<file path="src/rtl/fifo_pkg.sv">
// Shared constants and pointer helpers for the async FIFO read side.
package fifo_pkg;

  localparam int unsigned DefDataSize = 8;
  localparam int unsigned DefAddrSize = 4;

  function automatic logic [31:0] bin2gray(input logic [31:0] bin);
    return bin ^ (bin >> 1);
  endfunction

endpackage

</file>
<file path="src/rtl/rd_ptr_empty.sv">
// Read pointer (binary + Gray) and registered empty flag for the read clock domain.
module rd_ptr_empty
  import fifo_pkg::*;
#(
  parameter int unsigned ADDRSIZE = DefAddrSize
) (
  input  logic                rclk,
  input  logic                rrst_n,
  input  logic                rinc,
  input  logic [ADDRSIZE:0]   rq2_wptr,
  output logic [ADDRSIZE-1:0] raddr,
  output logic [ADDRSIZE:0]   rptr,
  output logic                rempty
);

  logic [ADDRSIZE:0] rbin_q, rbin_d;
  logic [ADDRSIZE:0] rptr_q, rgray_d;
  logic              rempty_q;

  // Increment is gated by the registered empty flag so rbin never passes the write pointer.
  always_comb begin
    rbin_d  = rbin_q + {{ADDRSIZE{1'b0}}, (rinc & ~rempty_q)};
    rgray_d = (ADDRSIZE + 1)'(bin2gray(32'(rbin_d)));
  end

  always_ff @(posedge rclk) begin
    if (!rrst_n) begin
      rbin_q   <= '0;
      rptr_q   <= '0;
      rempty_q <= 1'b1;
    end else begin
      rbin_q   <= rbin_d;
      rptr_q   <= rgray_d;
      rempty_q <= (rgray_d == rq2_wptr);
    end
  end

  assign raddr  = rbin_q[ADDRSIZE-1:0];
  assign rptr   = rptr_q;
  assign rempty = rempty_q;

endmodule

</file>
<file path="src/rtl/fifo_rd_stream.sv">
// FIFO read side with a 2-entry output skid buffer giving a valid/ready stream.
module fifo_rd_stream
  import fifo_pkg::*;
#(
  parameter int unsigned DATASIZE = DefDataSize,
  parameter int unsigned ADDRSIZE = DefAddrSize
) (
  input  logic                rclk,
  input  logic                rrst_n,
  input  logic [ADDRSIZE:0]   rq2_wptr,
  input  logic [DATASIZE-1:0] rdata,
  output logic [ADDRSIZE-1:0] raddr,
  output logic [ADDRSIZE:0]   rptr,
  output logic                rempty,
  output logic [DATASIZE-1:0] out_data,
  output logic                out_valid,
  input  logic                out_ready
);

  logic [DATASIZE-1:0] buf0_q, buf0_d, buf1_q, buf1_d;
  logic [1:0]          cnt_q, cnt_d;
  logic                fetch, pop;

  // Two entries let a fetch proceed without looking at out_ready.
  assign fetch = !rempty && (cnt_q < 2'd2);
  assign pop   = (cnt_q != 2'd0) && out_ready;

  rd_ptr_empty #(
    .ADDRSIZE(ADDRSIZE)
  ) u_rd_ptr_empty (
    .rclk     (rclk),
    .rrst_n   (rrst_n),
    .rinc     (fetch),
    .rq2_wptr (rq2_wptr),
    .raddr    (raddr),
    .rptr     (rptr),
    .rempty   (rempty)
  );

  always_comb begin
    buf0_d = buf0_q;
    buf1_d = buf1_q;
    cnt_d  = cnt_q;
    unique case ({fetch, pop})
      2'b10: begin
        if (cnt_q == 2'd0) buf0_d = rdata;
        else               buf1_d = rdata;
        cnt_d = cnt_q + 2'd1;
      end
      2'b01: begin
        buf0_d = buf1_q;
        cnt_d  = cnt_q - 2'd1;
      end
      2'b11: begin
        if (cnt_q == 2'd1) begin
          buf0_d = rdata;
        end else begin
          buf0_d = buf1_q;
          buf1_d = rdata;
        end
      end
      default: ;
    endcase
  end

  always_ff @(posedge rclk) begin
    if (!rrst_n) begin
      buf0_q <= '0;
      buf1_q <= '0;
      cnt_q  <= 2'd0;
    end else begin
      buf0_q <= buf0_d;
      buf1_q <= buf1_d;
      cnt_q  <= cnt_d;
    end
  end

  assign out_data  = buf0_q;
  assign out_valid = (cnt_q != 2'd0);

endmodule

</file>
<file path="config.mk">
export PLATFORM = sky130hd
export DESIGN_NAME = fifo_rd_stream
export DESIGN_NICKNAME = d
export VERILOG_FILES = /design/src/rtl/fifo_pkg.sv /design/src/rtl/rd_ptr_empty.sv /design/src/rtl/fifo_rd_stream.sv
export SDC_FILE = /design/constraint.sdc
export NUM_CORES = 1
export LEC_CHECK = 0
export ABC_AREA = 1
export ABC_CLOCK_PERIOD_IN_PS = 5100
export CORE_MARGIN = 1.5
export CORE_UTILIZATION = 55
export CTS_BUF_LIST = sky130_fd_sc_hd__clkbuf_8
export CTS_CLUSTER_SIZE = 25
export DETAILED_ROUTE_END_ITERATION = 6
export PLACE_DENSITY_LB_ADDON = 0.25
export SETUP_SLACK_MARGIN = 0.4
export SYNTH_ARGS = -nofsm -noshare
export SYNTH_HDL_FRONTEND = slang
export SYNTH_SLANG_ARGS = --single-unit
</file>
<file path="constraint.sdc">
create_clock -name rclk -period 5.1 [get_ports rclk]
set_input_delay 0.51 -clock rclk [delete_from_list [all_inputs] [get_ports rclk]]
set_output_delay 0.51 -clock rclk [all_outputs]
set_load 0.02 [all_outputs]
</file>
Word level (Yosys, flattened, before mapping)
Cells that the tools add are included.
- register bits: 29
- bits in latches: 0
- bits in writable memories: 0
- bits in read-only memories: 0
- input bits: 16
- memories kept: 0
- add/subtract/negate cells: 3
- multiply operators: 0
- divide/modulo/power cells: 0
- $lt $le $gt $ge: 1
- equality and inequality tests: 8
- shifts and indexed selects: 0
- multiplexer cells: 7
- bitwise gates (word level): 3
- reductions and logical operators: 10
- operator list (operator ; count):
    two-way mux 8 bit ; 4
    case mux 8 bit (3 select lines) ; 1
    case mux 8 bit (2 select lines) ; 1
    inequality test 2 bit, second input constant ; 3
    nonzero test 2 bit ; 3
    adder 5 x 1 -> 5 bit ; 1
    equality test 5 bit ; 1
    XOR 5 x 4 -> 5 bit ; 1
    equality test 2 x 1 -> 1 bit, second input constant ; 2
    equality test 2 bit, second input constant ; 2
    case mux 2 bit (2 select lines) ; 1
    AND reduction 3 bit ; 1
    nonzero test 3 bit ; 1
    adder 2 x 1 -> 2 bit, second input constant ; 1
    logical AND 1 bit ; 2
    zero test 2 bit ; 1
    < comparator 2 bit, second input constant ; 1
    AND reduction 2 bit ; 1
    subtractor 2 x 1 -> 2 bit, second input constant ; 1
    AND 1 bit ; 1
    zero test 1 bit ; 1
    inverter 1 bit ; 1

Longest topological paths before layout
- depth in word-level cells: 6
- gate-level depth with buffers: 12
- depth with buffers taken out: 12

Cells and area by module
A second synthesis with hierarchy kept.
- cells, all modules: 246
- area total of the unflattened synthesis: 1610.3 um^2
- by module, submodules not included (module ; instances ; cells each ; area each (um^2) ; seq. area each (um^2)):
    fifo_rd_stream ; 1 ; 157 ; 1037.2 ; 360.3
    rd_ptr_empty ; 1 ; 89 ; 573.0 ; 200.2

Worst setup path before layout
OpenSTA, ideal clock, no wires.
- path type: flip-flop to flip-flop
- start: register cnt_q[1]
- end: register buf1_q[5]
- setup time: 119 ps
- arrival time: 1762 ps
- data required time: 4981 ps
- slack: 3218 ps
- cell stages (with the launch flop): 13
- path buffers: 1
- path through: dfxtp_1 > inv_1 > ha_1 > inv_2 > nand2_1 > inv_1 > ha_1 > nand2_1 > o21ai_0 > o21ai_2 > buf_4 > o21ai_0 > a21oi_1
- word-level cells in the longest chain between the ends: 5
- elaborated cells between the ends (all ways): 13
- RTL lines (element ; RTL line ; RTL):
    from (decl) ; fifo_rd_stream.sv:21 ; logic [1:0] cnt_q, cnt_d;
    from (signal assigned) ; fifo_rd_stream.sv:74 ; cnt_q <= cnt_d;
    nonzero test 2 bit * ; n/a ;
    named net out_valid ; fifo_rd_stream.sv:16 ; output logic out_valid,
    logical AND 1 bit * ; fifo_rd_stream.sv:26 ; assign pop = (cnt_q != 2'd0) && out_ready;
    equality test 2 bit ; fifo_rd_stream.sv:44 ; unique case ({fetch, pop})
    inequality test 2 bit (no line) / nonzero test 2 bit (equally long branches) ; n/a ;
    AND reduction 3 bit (no line) ; n/a ;
    to (signal assigned) ; fifo_rd_stream.sv:73 ; buf1_q <= buf1_d;
    to (decl) ; fifo_rd_stream.sv:20 ; logic [DATASIZE-1:0] buf0_q, buf0_d, buf1_q, buf1_d;
Mark *: on every way through the listed nets, which the timed path passes. The rest lies on a longest branch.
A chain may end at the register's enable or synchronous reset.

Final worst setup path
- start: register cnt_q[1]
- end: output out_valid
- word-level cells in the longest chain between the ends: 1
- RTL lines (element ; RTL line ; RTL):
    nonzero test 2 bit ; fifo_rd_stream.sv:79 ; assign out_valid = (cnt_q != 2'd0);
    to (decl) ; fifo_rd_stream.sv:16 ;
Every way passes these cells.

==> metrics.txt <==
total internal power=approximately 520 µW; Logic pwr share=0.502; Remaining Overflow, GRT=0; total power divided by cell area=about 480 nW/µm²; count of hold-fix buffers inserted at cts=0; IO buf count=34; setup bufs post-CTS=0; worst supply voltage drop on vdd=between 0.0005 and 0.0006 V; transition time of the tightest slew-check pin=a little under 700 ps; Reg2Reg Depth=11; post-detailed-route count of antenna-violating nets=0; hold violation count in the final report=0; Yosys cell types=23; chip height=about 55 µm; CP Data Required Time=around 4600 ps; number of failing setup endpoints in the final timing report=0; footprint of the multi-input gates=between 600 and 700 µm²; Final Routed Wirelength=roughly 3200 µm; largest net degree at the start of global routing=21; top routing layer used=met4; CP max FO=4; status=complete, no violations; first-pass iteration count of the detailed router=4; share of post-route cells with drive strength above 1=0.0897; number of synthesized flops with an enable pin=0; Post-synth ARST share=0; launching point of the worst reg2reg path=cnt_q[1]$_SDFFE_PN0P_; sinks on the clock net=28; launching element type of the critical path=register; headroom to the max-slew limit=0.549; Die Area=around 3000 µm²; core region area=2500 µm²; Die X=54.7 µm; final count of pins violating max slew=0; Max Clk Rate=about 460 MHz; switch share=0.418; Placement Cell Area=roughly 1800 µm²; Routability Congestion=between 0.8 and 0.9; H-tree level count=1; number of maximum-capacitance violations=0; arrival time of data at the critical path endpoint=about 1700 ps; Routed met3 length=~150 µm; class of the most critical setup path=register to output port; Clock Pin Slew Worst Setup and Hold Paths=about 100 ps; syn_area_per_cell=7.28 µm²; DRC violation total after the first TritonRoute iteration=11; number of remaining DRC errors=0; clock tree from TritonCTS=done; Endpoint, Worst Hold=buf1_q[6]$_SDFFE_PN0P_; Synth Cell Area=roughly 1500 µm²; relative contribution of the clock network to total power=0.137; Clock Latency Late Sink=between 200 and 300 ps; routed metal-1 wirelength=1340 µm; type of destination of the critical path=output port; number of cells on the worst hold path=2; number of filler instances in the final layout=210; count of inserted antenna diode cells=0; area of all placed cells without fillers=~1800 µm²; Seq. cell area=561 µm²; sum of negative setup slack=0 ps; clock tree buffer depth=2; portion of the post-synthesis area used by sequential elements=0.381; sequential cell fraction of total power=0.361; total of cells resized after clock tree synthesis=0; top flip-flop cell by instance count after synthesis=sky130_fd_sc_hd__dfxtp_1; most frequent cells in the layout=sky130_fd_sc_hd__inv_1, sky130_fd_sc_hd__clkdlybuf4s50_1, sky130_fd_sc_hd__nand2_1; Warnings, synthesis=0; Site Rows=18; vias after detailed routing=approximately 1400; detailed route wirelength on metal2=roughly 1700 µm; Period minus WS final=2170 ps; Final nets=between 200 and 300; number of global-route vias before repair=around 1300; most common cell after layout, fill and taps aside=sky130_fd_sc_hd__inv_1; number of buffers added by the clock tree synthesis step=3; Reg2Reg Capture Point=out_data[6]$_SDFFE_PN0P_; estimated wirelength of the detail-placed design=roughly 2500 µm; GRT Overall Usage=0.229; io pins=35; via density per instance=roughly 5.2; average detailed-routed wire length per instance=around 12 µm; period utilisation layout=0.425; RSZ-0062 raised after global routing=no; antenna violations before repair=0; NetSw=between 300 and 400 µW; reported leakage power=roughly 0.86 nW; flip-flop and latch count after synthesis=28; clock tree root buffer cell=sky130_fd_sc_hd__clkbuf_8; Hold Startpoint=buf1_q[6]$_SDFFE_PN0P_; type of the tightest min-delay check=register to register; nets in the synthesized netlist=about 230; Initial Util=0.588; Reg2Reg Setup Slack=just under 3000 ps; cell count after synthesis=202; clk_skew=7.09 ps; first-pass GRT wire length=slightly below 5000 µm; layout-stage area growth over the synthesis result=25.4%
## how the worst max path moves through the flow
stage | startpoint | end | slack [ps] | cells after the start
2_1_floorplan | cnt_q[1]$_SDFFE_PN0P_ | buf1_q[5]$_SDFFE_PN0P_ | 3220 | 12
3_3_place_gp | rrst_n | cnt_q[1]$_SDFFE_PN0P_ | 2850 | 5
3_5_place_dp | out_ready | out_data[6]$_SDFFE_PN0P_ | 2800 | 8
4_1_cts | cnt_q[1]$_SDFFE_PN0P_ | out_valid | 2920 | 4
5_1_grt | cnt_q[1]$_SDFFE_PN0P_ | out_data[6]$_SDFFE_PN0P_ | 2790 | 11
6_report | cnt_q[1]$_SDFFE_PN0P_ | out_valid | 2930 | 4
## power groups by stage
stage	clock network (mW)	registers [mW]	logic [mW]
after floorplan	0	0.362	0.272
after global placement	0	0.322	0.429
after detailed placement	0	0.323	0.444
after CTS	0.125	0.319	0.447
after global routing	0.131	0.327	0.494
final	0.121	0.320	0.445
## Yosys cell counts (2+ instances only)
master	n	area share
sky130_fd_sc_hd__o21ai_2	3	0.018
sky130_fd_sc_hd__dfxtp_1	28	0.38
sky130_fd_sc_hd__inv_1	43	0.11
sky130_fd_sc_hd__nor2_1	7	0.018
sky130_fd_sc_hd__nand4_1	4	0.017
sky130_fd_sc_hd__buf_6	2	0.015
sky130_fd_sc_hd__nand3_2	2	0.014
sky130_fd_sc_hd__buf_4	3	0.015
sky130_fd_sc_hd__a21oi_2	2	0.012
sky130_fd_sc_hd__nand2_2	6	0.026
sky130_fd_sc_hd__nand2_1	31	0.079
sky130_fd_sc_hd__a21oi_1	19	0.065
sky130_fd_sc_hd__xor2_1	2	0.012
sky130_fd_sc_hd__nand3_1	12	0.041
sky130_fd_sc_hd__o22ai_1	8	0.034
sky130_fd_sc_hd__o21ai_0	16	0.054
sky130_fd_sc_hd__inv_2	2	0.0051
sky130_fd_sc_hd__ha_1	7	0.060
## registers in the layout, indices dropped and copies added (netlist names)
register,count
buf1_q,8
out_data,8
u_rd_ptr_empty.rptr,5
u_rd_ptr_empty.rbin_q,4
cnt_q,2
u_rd_ptr_empty.rempty,1
## kinds of logic (layout without fill, tap and decap cells)
kind of cell	Yosys count	count (layout)	synth area share
AND/OR/NAND/NOR	63	63	0.198
flip-flops	28	28	0.381
AO/OA/AOI/OAI	50	50	0.197
XOR/XNOR	2	2	0.0119
buffers and inverters	52	84	0.151
adder cells (fa/ha/maj)	7	7	0.0596
## layer usage
metal / up-vias / GRT usage
met5: - / 0
met4: 0 / 0.121
met3: 7 / 0.0410
met2: 38 / 0.421
met1: 623 / 0.244
li1: 717 / -
## critical path, cell delays in order, from the launching register on
cell and delay [ps]:
sky130_fd_sc_hd__dfxtp_1 370, sky130_fd_sc_hd__inv_1 90, sky130_fd_sc_hd__ha_1 200, sky130_fd_sc_hd__inv_2 110, sky130_fd_sc_hd__clkdlybuf4s50_1 610
## per-stage QoR
step | power [mW] | hold slack [ps] | utilization | setup slack [ps] | std cells
final | 0.886 | 462 | 0.738 | 2930 | 264
after global routing | 0.952 | 480 | 0.738 | 2790 | 264
after CTS | 0.890 | 463 | 0.738 | 2920 | 264
after detailed placement | 0.767 | 448 | 0.721 | 2800 | 261
after global placement | 0.750 | 443 | 0.721 | 2850 | 261
after floorplan | 0.634 | 429 | - | 3220 | 202
## layout make-up
cell class | instances | share of cell area
well taps | 30 | 0.0204
repair buffers | 34 | 0.185
clock buffers | 3 | 0.0224
multi-input cells | 122 | 0.372
flip-flops and latches | 28 | 0.304
inverters | 47 | 0.0963
Note: power is estimated with default switching activity, not from simulation.
